**src/rtl/ttl_input_timestamper_pkg.sv**
```systemverilog
// ttl_input_timestamper_pkg: shared RTIO event-record layout.
// Holds the 128-bit record width, the field bit positions and a packing helper.
// Both the input timestamper and the output-side controller use these.
package ttl_input_timestamper_pkg;
  localparam int REC_W    = 128;
  localparam int TS_LSB   = 0;
  localparam int TS_W     = 64;
  localparam int RISE_BIT = 64;
  localparam int FALL_BIT = 65;
  localparam int OVF_BIT  = 66;

  typedef logic [REC_W-1:0] rec_t;

  function automatic rec_t pack_record(input logic [TS_W-1:0] ts, input logic rise, input logic fall,
                                       input logic ovf);
    rec_t r;
    r = '0;
    r[TS_LSB +: TS_W] = ts;
    r[RISE_BIT] = rise;
    r[FALL_BIT] = fall;
    r[OVF_BIT] = ovf;
    return r;
  endfunction
endpackage

```
**src/rtl/ttl_event_fifo.sv**
```systemverilog
// ttl_event_fifo: first-word-fall-through event FIFO.
// Ports: i_clk, i_rst_n (async active-low), i_flush (sync clear),
//        i_wr/i_din (push), i_rd (pop, ignored when empty),
//        o_dout (head record, zero when empty), o_empty, o_full.
module ttl_event_fifo #(
  parameter int WIDTH = 128,
  parameter int DEPTH = 16
) (
  input  logic             i_clk,
  input  logic             i_rst_n,
  input  logic             i_flush,
  input  logic             i_wr,
  input  logic [WIDTH-1:0] i_din,
  input  logic             i_rd,
  output logic [WIDTH-1:0] o_dout,
  output logic             o_empty,
  output logic             o_full
);
  localparam int AW = $clog2(DEPTH);

  logic [WIDTH-1:0] r_mem [DEPTH];
  // Pointers carry one extra wrap bit so full and empty are distinguishable.
  logic [AW:0]      r_wptr;
  logic [AW:0]      r_rptr;
  logic             w_do_rd;
  logic             w_do_wr;

  assign o_empty = r_wptr == r_rptr;
  assign o_full  = (r_wptr[AW] != r_rptr[AW]) && (r_wptr[AW-1:0] == r_rptr[AW-1:0]);
  assign w_do_rd = i_rd && !o_empty;
  // A pop in the same cycle frees the slot, so a write while full still lands.
  assign w_do_wr = i_wr && (!o_full || w_do_rd);
  assign o_dout  = o_empty ? '0 : r_mem[r_rptr[AW-1:0]];

  always_ff @(posedge i_clk or negedge i_rst_n) begin
    if (!i_rst_n) begin
      r_wptr <= '0;
      r_rptr <= '0;
    end else if (i_flush) begin
      r_wptr <= '0;
      r_rptr <= '0;
    end else begin
      if (w_do_wr) r_wptr <= r_wptr + 1'b1;
      if (w_do_rd) r_rptr <= r_rptr + 1'b1;
    end
  end

  always_ff @(posedge i_clk) begin
    if (w_do_wr) r_mem[r_wptr[AW-1:0]] <= i_din;
  end
endmodule

```
**src/rtl/ttl_input_timestamper.sv**
```systemverilog
// ttl_input_timestamper: synchronizes a TTL input, timestamps its edges and queues records.
// Ports: s_axi_aclk, s_axi_aresetn (async active-low), input_pulse (async pin),
//        auto_start (capture enable), counter (global time), rise_en/fall_en,
//        flush (sync FIFO/error clear), rd_en (pop), fifo_dout (FWFT head),
//        empty, full, overflow_error (sticky drop flag).
module ttl_input_timestamper
  import ttl_input_timestamper_pkg::*;
#(
  parameter int SYNC_STAGES = 2,
  parameter int FIFO_DEPTH  = 16
) (
  input  logic             s_axi_aclk,
  input  logic             s_axi_aresetn,
  input  logic             input_pulse,
  input  logic             auto_start,
  input  logic [63:0]      counter,
  input  logic             rise_en,
  input  logic             fall_en,
  input  logic             flush,
  input  logic             rd_en,
  output logic [REC_W-1:0] fifo_dout,
  output logic             empty,
  output logic             full,
  output logic             overflow_error
);
  // Startup guard: sync chain and previous-level flop must settle before edges count.
  localparam logic [2:0] ARM_DONE = 3'(SYNC_STAGES + 1);

  logic [1:0]             r_rst_sync;
  logic                   w_rst_n;
  logic [SYNC_STAGES-1:0] r_sync;
  logic [TS_W-1:0]        r_cnt_dly [SYNC_STAGES];
  logic                   r_prev;
  logic [2:0]             r_arm;
  logic                   r_ovf;
  logic                   r_pend;
  logic                   w_lvl;
  logic                   w_rise;
  logic                   w_fall;
  logic                   w_event;
  logic                   w_accept;
  rec_t                   w_rec;

  // Assert asynchronously, release on the clock.
  always_ff @(posedge s_axi_aclk or negedge s_axi_aresetn) begin
    if (!s_axi_aresetn) r_rst_sync <= '0;
    else                r_rst_sync <= {r_rst_sync[0], 1'b1};
  end
  assign w_rst_n = r_rst_sync[1];

  // The counter delay line matches the synchronizer depth, so the stamp is the
  // counter value at the edge where the first flop captured the new level.
  always_ff @(posedge s_axi_aclk or negedge w_rst_n) begin
    if (!w_rst_n) begin
      r_sync <= '0;
      r_prev <= 1'b0;
      r_arm  <= '0;
      for (int i = 0; i < SYNC_STAGES; i++) r_cnt_dly[i] <= '0;
    end else begin
      r_sync       <= {r_sync[SYNC_STAGES-2:0], input_pulse};
      r_prev       <= r_sync[SYNC_STAGES-1];
      r_arm        <= (r_arm == ARM_DONE) ? r_arm : r_arm + 3'd1;
      r_cnt_dly[0] <= counter;
      for (int i = 1; i < SYNC_STAGES; i++) r_cnt_dly[i] <= r_cnt_dly[i-1];
    end
  end

  assign w_lvl    = r_sync[SYNC_STAGES-1];
  assign w_rise   = w_lvl && !r_prev;
  assign w_fall   = !w_lvl && r_prev;
  assign w_event  = (r_arm == ARM_DONE) && auto_start && !flush &&
                    ((w_rise && rise_en) || (w_fall && fall_en));
  assign w_accept = w_event && (!full || rd_en);
  assign w_rec    = pack_record(r_cnt_dly[SYNC_STAGES-1], w_rise, w_fall, r_pend);

  // r_pend marks the next accepted record as following a dropped one.
  always_ff @(posedge s_axi_aclk or negedge w_rst_n) begin
    if (!w_rst_n) begin
      r_ovf  <= 1'b0;
      r_pend <= 1'b0;
    end else if (flush) begin
      r_ovf  <= 1'b0;
      r_pend <= 1'b0;
    end else if (w_event && !w_accept) begin
      r_ovf  <= 1'b1;
      r_pend <= 1'b1;
    end else if (w_accept) begin
      r_pend <= 1'b0;
    end
  end
  assign overflow_error = r_ovf;

  ttl_event_fifo #(
    .WIDTH(REC_W),
    .DEPTH(FIFO_DEPTH)
  ) u_fifo (
    .i_clk  (s_axi_aclk),
    .i_rst_n(w_rst_n),
    .i_flush(flush),
    .i_wr   (w_accept),
    .i_din  (w_rec),
    .i_rd   (rd_en),
    .o_dout (fifo_dout),
    .o_empty(empty),
    .o_full (full)
  );
endmodule

```
**config.mk**
```make
export PLATFORM = sky130hd
export DESIGN_NAME = ttl_input_timestamper
export DESIGN_NICKNAME = d
export VERILOG_FILES = /design/src/rtl/ttl_input_timestamper_pkg.sv /design/src/rtl/ttl_event_fifo.sv /design/src/rtl/ttl_input_timestamper.sv
export SDC_FILE = /design/constraint.sdc
export NUM_CORES = 1
export LEC_CHECK = 0
export ABC_AREA = 1
export BUFFER_PORTS_ARGS = -buffer_cell sky130_fd_sc_hd__clkbuf_2
export CORE_MARGIN = 2
export CORE_UTILIZATION = 45
export CTS_BUF_LIST = sky130_fd_sc_hd__clkbuf_8
export CTS_CLUSTER_SIZE = 30
export DETAILED_ROUTE_END_ITERATION = 10
export GPL_TIMING_DRIVEN = 0
export HOLD_SLACK_MARGIN = 0.05
export SLEW_MARGIN = 20
export SYNTH_ARGS = -nofsm -noshare
export SYNTH_HDL_FRONTEND = slang
export SYNTH_SLANG_ARGS = --single-unit
```
**constraint.sdc**
```tcl
create_clock -name s_axi_aclk -period 4.6 [get_ports s_axi_aclk]
set_input_delay 0 -clock s_axi_aclk [delete_from_list [all_inputs] [get_ports s_axi_aclk]]
set_output_delay 0 -clock s_axi_aclk [all_outputs]
set_load 0.01 [all_outputs]
```
Word-level counts from Yosys, hierarchy flattened
Memory sizes are Yosys's and may differ from the RTL's.
Index checks and enable logic that the tools add are counted.
{"block": "op_classes", "n_mux": 12, "n_eq_ne": 4, "n_reduce_logical": 25, "add_sub_neg": 3}
{"op": "two-way mux 128 bit", "count": 1}
{"op": "two-way mux 5 bit", "count": 4}
{"op": "logical AND 1 bit", "count": 12}
{"op": "adder 5 x 1 -> 5 bit, second input constant", "count": 2}
{"op": "two-way mux 1 bit", "count": 7}
{"op": "zero test 1 bit", "count": 6}
{"op": "nonzero test 2 bit", "count": 3}
{"op": "== test 5 bit", "count": 1}
{"op": "== test 4 bit", "count": 1}
{"op": "adder 3 x 1 -> 3 bit, second input constant", "count": 1}
{"op": "== test 3 x 2 -> 1 bit, second input constant", "count": 1}
{"op": "logical OR 1 bit", "count": 3}
{"op": "nonzero test 3 bit", "count": 1}
{"op": "!= test 1 bit", "count": 1}
{"block": "totals", "ramBits": 1072, "word_cells": 55, "in_bits": 72, "ff_bits": 148, "memories": 1}
{"name": "u_fifo.r_mem", "words": 16, "width": 67, "rd": 1, "rd_clocked_by_memory_dff": 0, "write_ports": 1, "line_no": "ttl_event_fifo.sv:21", "rtl": "logic [WIDTH-1:0] r_mem [DEPTH];"}

Longest topological paths before layout
{"block": "depth", "word_depth": 10, "ltp_mapped": 13, "ltp_nobuf": 9}

Hierarchy
Synthesis repeated with hierarchy kept, for this count alone.
{"block": "unflattened", "hier_cells": 7117, "area_unflattened_um2": 86446.7}
{"module": "ttl_event_fifo", "n_inst": 1, "cells_per_inst": 6949, "area_each_um2": 82842.0}
{"module": "ttl_input_timestamper", "n_inst": 1, "cells_per_inst": 168, "area_each_um2": 3604.7}

Worst setup path before layout
No wires, ideal clock.
{"block": "synth_timing", "kind": "register to register", "startpoint": "register r_sync[1]", "endpoint": "memory u_fifo.r_mem[12][0] (netlist name) (enable)", "path_buffers": 1, "stages_incl_launch_ff": 7, "period_less_slack_ps": 6760, "path_slack_ps": -2160, "arrival_ps": 6185, "required_ps": 4025, "setup_time_ps": 575, "path_cell_list": "dfrtp_1 nor2_1 nand2_1 a21oi_1 nand2_1 buf_2 nor3_1"}
{"block": "synth_between", "elab_chain_cells": 9, "word_cells_on_any_way": 11, "cone_classes": "mux (2); reduce/logical (9)"}
{"element": "from (decl)", "line_no": "ttl_input_timestamper.sv:31", "rtl": "logic [SYNC_STAGES-1:0] r_sync;"}
{"element": "from (signal assigned)", "line_no": "ttl_input_timestamper.sv:60", "rtl": "r_sync <= {r_sync[SYNC_STAGES-2:0], input_pulse};"}
{"element": "zero test 1 bit", "line_no": "ttl_input_timestamper.sv:70", "rtl": "assign w_fall = !w_lvl && r_prev;"}
{"element": "logical AND 1 bit", "line_no": "ttl_input_timestamper.sv:70"}
{"element": "via w_fall", "line_no": "ttl_input_timestamper.sv:39", "rtl": "logic w_fall;"}
{"element": "logical AND 1 bit", "line_no": "ttl_input_timestamper.sv:72", "rtl": "((w_rise && rise_en) || (w_fall && fall_en));"}
{"element": "logical OR 1 bit", "line_no": "ttl_input_timestamper.sv:72"}
{"element": "logical AND 1 bit", "line_no": "ttl_input_timestamper.sv:71", "rtl": "assign w_event = (r_arm == ARM_DONE) && auto_start && !flush &&"}
{"element": "logical AND 1 bit", "line_no": "ttl_input_timestamper.sv:73", "rtl": "assign w_accept = w_event && (!full || rd_en);"}
{"element": "logical AND 1 bit", "line_no": "ttl_event_fifo.sv:32", "rtl": "assign w_do_wr = i_wr && (!o_full || w_do_rd);"}
{"element": "two-way mux 1 bit", "line_no": "ttl_event_fifo.sv:49", "rtl": "if (w_do_wr) r_mem[r_wptr[AW-1:0]] <= i_din;"}
{"element": "two-way mux 1 bit (not written as such)", "line_no": "ttl_event_fifo.sv:49"}
{"element": "to (decl)", "line_no": "ttl_event_fifo.sv:21"}
The timed path passes the listed nets, and every way through them passes these cells.

Worst setup path after layout
{"block": "layout_timing", "startpoint": "register r_sync[1]", "endpoint": "memory u_fifo.r_mem[10][42] (netlist name) (enable)"}
Same word-level chain as after synthesis.

==> impl_metrics.py <==
metrics = {
    "run": {
        "cap_violations": 0,
    },
    "timing": {
        "rsz0062_at_grt": "no",
        "setup_viol": 0,
        "fin_skew_ns": 0.0351,
        "worstMarginPinSlew_ns": 1.12,
        "setup_ws_ns": 0.606,
        "hold_ws_ns": 0.145,
        "post-route-period-util_pct": 86.8,
        "max_freq_ghz": 0.250,
        "drv_slew": 0,
        "hold_viol_final": 0,
        "max_slew_margin_pct": 25.6,
        "fin_crit_ns": 3.99,
    },
    "cells_and_area": {
        "fin_area_um2": 57700,
        "stdcell_count": 6110,
        "multiInputGateArea_um2": 10300,
        "fin_util_pct": 54.8,
        "final_layout_size_suffix_gt1_share_pct": 15.0,
        "fillers": 8721,
        "seqCellArea_um2": 35900,
        "areaGrowthSynthToFinish_pct": 20.8,
        "nets": 4631,
    },
    "setup_path": {
        "critical_path_arrival_ns": 4.54,
        "crit_fanout": 17,
        "required_ns": 5.14,
        "critPathKind": "reg2reg",
        "worstSetupEndpointType": "flip-flop",
        "worst_setup_path_start_kind": "flip-flop",
    },
    "detailed_routing": {
        "drt-wirelength-per-cell_um": 20.5,
        "drt_iter0_drc": 2969,
        "vias": 31214,
        "dr.pass1.iters": 6,
        "vias_per_cell": 5.11,
        "ant_nets": 0,
        "drc": 0,
        "wirelength_mm": 125,
    },
    "clocking": {
        "cts_made_buffers": 194,
        "cts_resized": 0,
        "htreeDepth": 4,
        "cts_buffer_depth": 3,
        "clk_pin_slew_ns": 0.06,
        "cts_sinks": 1220,
        "post_cts_buffers": 0,
        "cts_tree": "yes",
        "root_buffer": "clkbuf_8",
        "clk_latency_ns": 0.88,
    },
    "power_and_ir_drop": {
        "ir_drop_mv": 0.378,
        "p_leak_uw": 0.0219,
        "p_int_uw": 17500,
        "comb_power_share_pct": 4.5,
        "p_sw_uw": 5080,
        "seqPwrFrac_pct": 54.3,
        "swShare_pct": 22.5,
        "p_clk_share_pct": 41.2,
        "powerDensity_nw_per_um2": 392,
    },
    "yosys": {
        "synth_cell_type_count": 28,
        "netlist_instances": 3916,
        "ys_seq_elements": 1220,
        "syn-cell-area_um2": 47800,
        "syn_area_per_cell_um2": 12.2,
        "ys_seq_area_share_pct": 75.1,
        "yosysWarnings": 0,
    },
    "place": {
        "dpl-instance-area_um2": 52200,
        "place_ws_ns": 0.146,
        "place_inst": 5602,
        "port_buffers": 141,
        "hpwlAfterDp_mm": 85.9,
        "gp_congestion": 0.796,
    },
    "global_route": {
        "grt_pass1_vias": 30635,
        "grt_max_degree": 51,
        "grt_pass1_wl_mm": 188,
        "track_usage_pct": 23.1,
        "grt-ovfl-total": 0,
        "antenna_found_initial": 5,
    },
    "floorplan": {
        "row_count": 119,
        "start_util_pct": 45.4,
        "die-area_um2": 109000,
        "core_area_um2": 105000,
        "io-pin-count": 203,
        "fp.dieW_um": 330,
        "fp.dieH_um": 330,
    },
    "hold_path": {
        "min_path_type": "reg2async",
    },
    "run_status": {
        "outcome": "finished, final reports clean",
    },
}
-- synth_stat cells, drive strengths merged --
cell type,count,area (µm²)
nor2,677,2540
mux2,1,11.3
nand3b,2,15.0
nand4,5,37.5
nand2,774,2910
conb,2,7.51
xnor2,2,17.5
o21ai,538,2690
ha,7,87.6
dfrtp,148,3700
clkinv,1,3.75
xor2,6,52.6
nand3,221,1110
edfxtp,1072,32200
inv,89,337
a21oi,68,340
buf,203,1320
nor3,15,75.1
clkbuf,85,319
-- power groups by stage --
stage | clock network, µW | registers (µW) | logic, µW
detailed placement | 0 | 12500 | 934
CTS | 9460 | 12300 | 1030
finish | 9310 | 12300 | 1030
floorplan | 0 | 12400 | 551
global route | 9940 | 12300 | 1140
global placement | 0 | 12500 | 873
-- cell usage in the layout, fill, tap and decap left out, types with 18 or more instances in the layout --
master / n
clkbuf_2: 145
clkinv_2: 20
edfxtp_1: 1072
buf_1: 29
buf_2: 74
nand3_1: 221
o21ai_1: 180
clkinv_1: 22
a21oi_1: 68
o21ai_0: 358
buf_8: 69
nor2_1: 673
clkbuf_1: 82
buf_6: 31
conb_1: 62
buf_4: 75
inv_1: 154
clkbuf_8: 228
dfrtp_1: 147
nand2_1: 774
buf_16: 18
dlygate4sd3_1: 145
-- cells by family (layout without fill, tap and decap cells) --
group                    after synthesis  count (layout)  synth area share [%]
XOR/XNOR                               8               8                 0.147
multiplexers                           1               1                0.0236
flip-flops                          1220            1220                  75.1
other                                  2              65                0.0157
AO/OA/AOI/OAI                        606             606                  6.35
buffers and inverters                378            1118                  4.14
adder cells (fa/ha/maj)                7               7                 0.183
AND/OR/NAND/NOR                     1694            1694                  14.0
-- repair_timing --
item / 4_1_cts / 5_1_grt
setup endpoints to repair: 0 / 0
hold endpoints to repair: 79 / 0
hold buffers: 145 / 0
-- routing by layer --
layer | track usage (%) | share of wire (%)
met3 | 3.75 | 7.3
met1 | 32.0 | 43
met5 | 0 | 0
met4 | 7.71 | 2.5
met2 | 37.5 | 47
-- cell type report --
class | instances | share of cell area [%]
well taps | 1391 | 3.02
clock inverters | 132 | 1.48
inverters | 90 | 0.590
plain buffers | 288 | 2.85
diodes | 3 | 0.0130
flip-flops and latches | 1220 | 62.2
repair buffers | 380 | 6.52
multi-input cells | 2378 | 17.9
clock buffers | 228 | 5.44
-- worst max-delay path: stages, from the launching register on --
cell	delay, ns
dfrtp_1	0.40
nor2_2	0.58
nand2_1	0.12
a21oi_1	0.53
nand2_1	0.18
buf_2	0.32
nor3_4	0.73
buf_16	0.23
buf_6	0.20
buf_8	0.19
buf_8	0.18
-- worst paths after layout --
| path | startpoint | to | slack, ns | cells past startpoint |
|---|---|---|---|---|
| worst min-delay path | r_rst_sync[1] | r_cnt_dly[126] | 0.15 | 0 |
| max in group asynchronous | r_rst_sync[1] | r_cnt_dly[22] | 3.61 | 2 |
| worst max register to register | r_sync[1] | u_fifo.r_mem[10][42] | 0.61 | 10 |
| worst min register to register | r_rst_sync[1] | r_cnt_dly[126] | 0.15 | 0 |
| worst max-delay path | r_sync[1] | u_fifo.r_mem[10][42] | 0.61 | 10 |
| min in group s_axi_aclk | rd_en | u_fifo.r_rptr[1] | 0.18 | 5 |
-- registers in the layout (all words and copies together), names as in the netlist --
name and flops:
overflow_error 1, r_arm 3, r_cnt_dly 128, r_pend 1, r_prev 1, r_rst_sync 2
r_sync 2, u_fifo.r_mem 1072, u_fifo.r_rptr 5, u_fifo.r_wptr 5
-- metrics by stage --
step	total power (µW)	setup TNS (ns)
detailed placement	13400	0
global route	23400	0
floorplan	13000	-84.81
finish	22600	0
CTS	22800	0
global placement	13400	-2843.30
(Power assumes the default switching activity.)
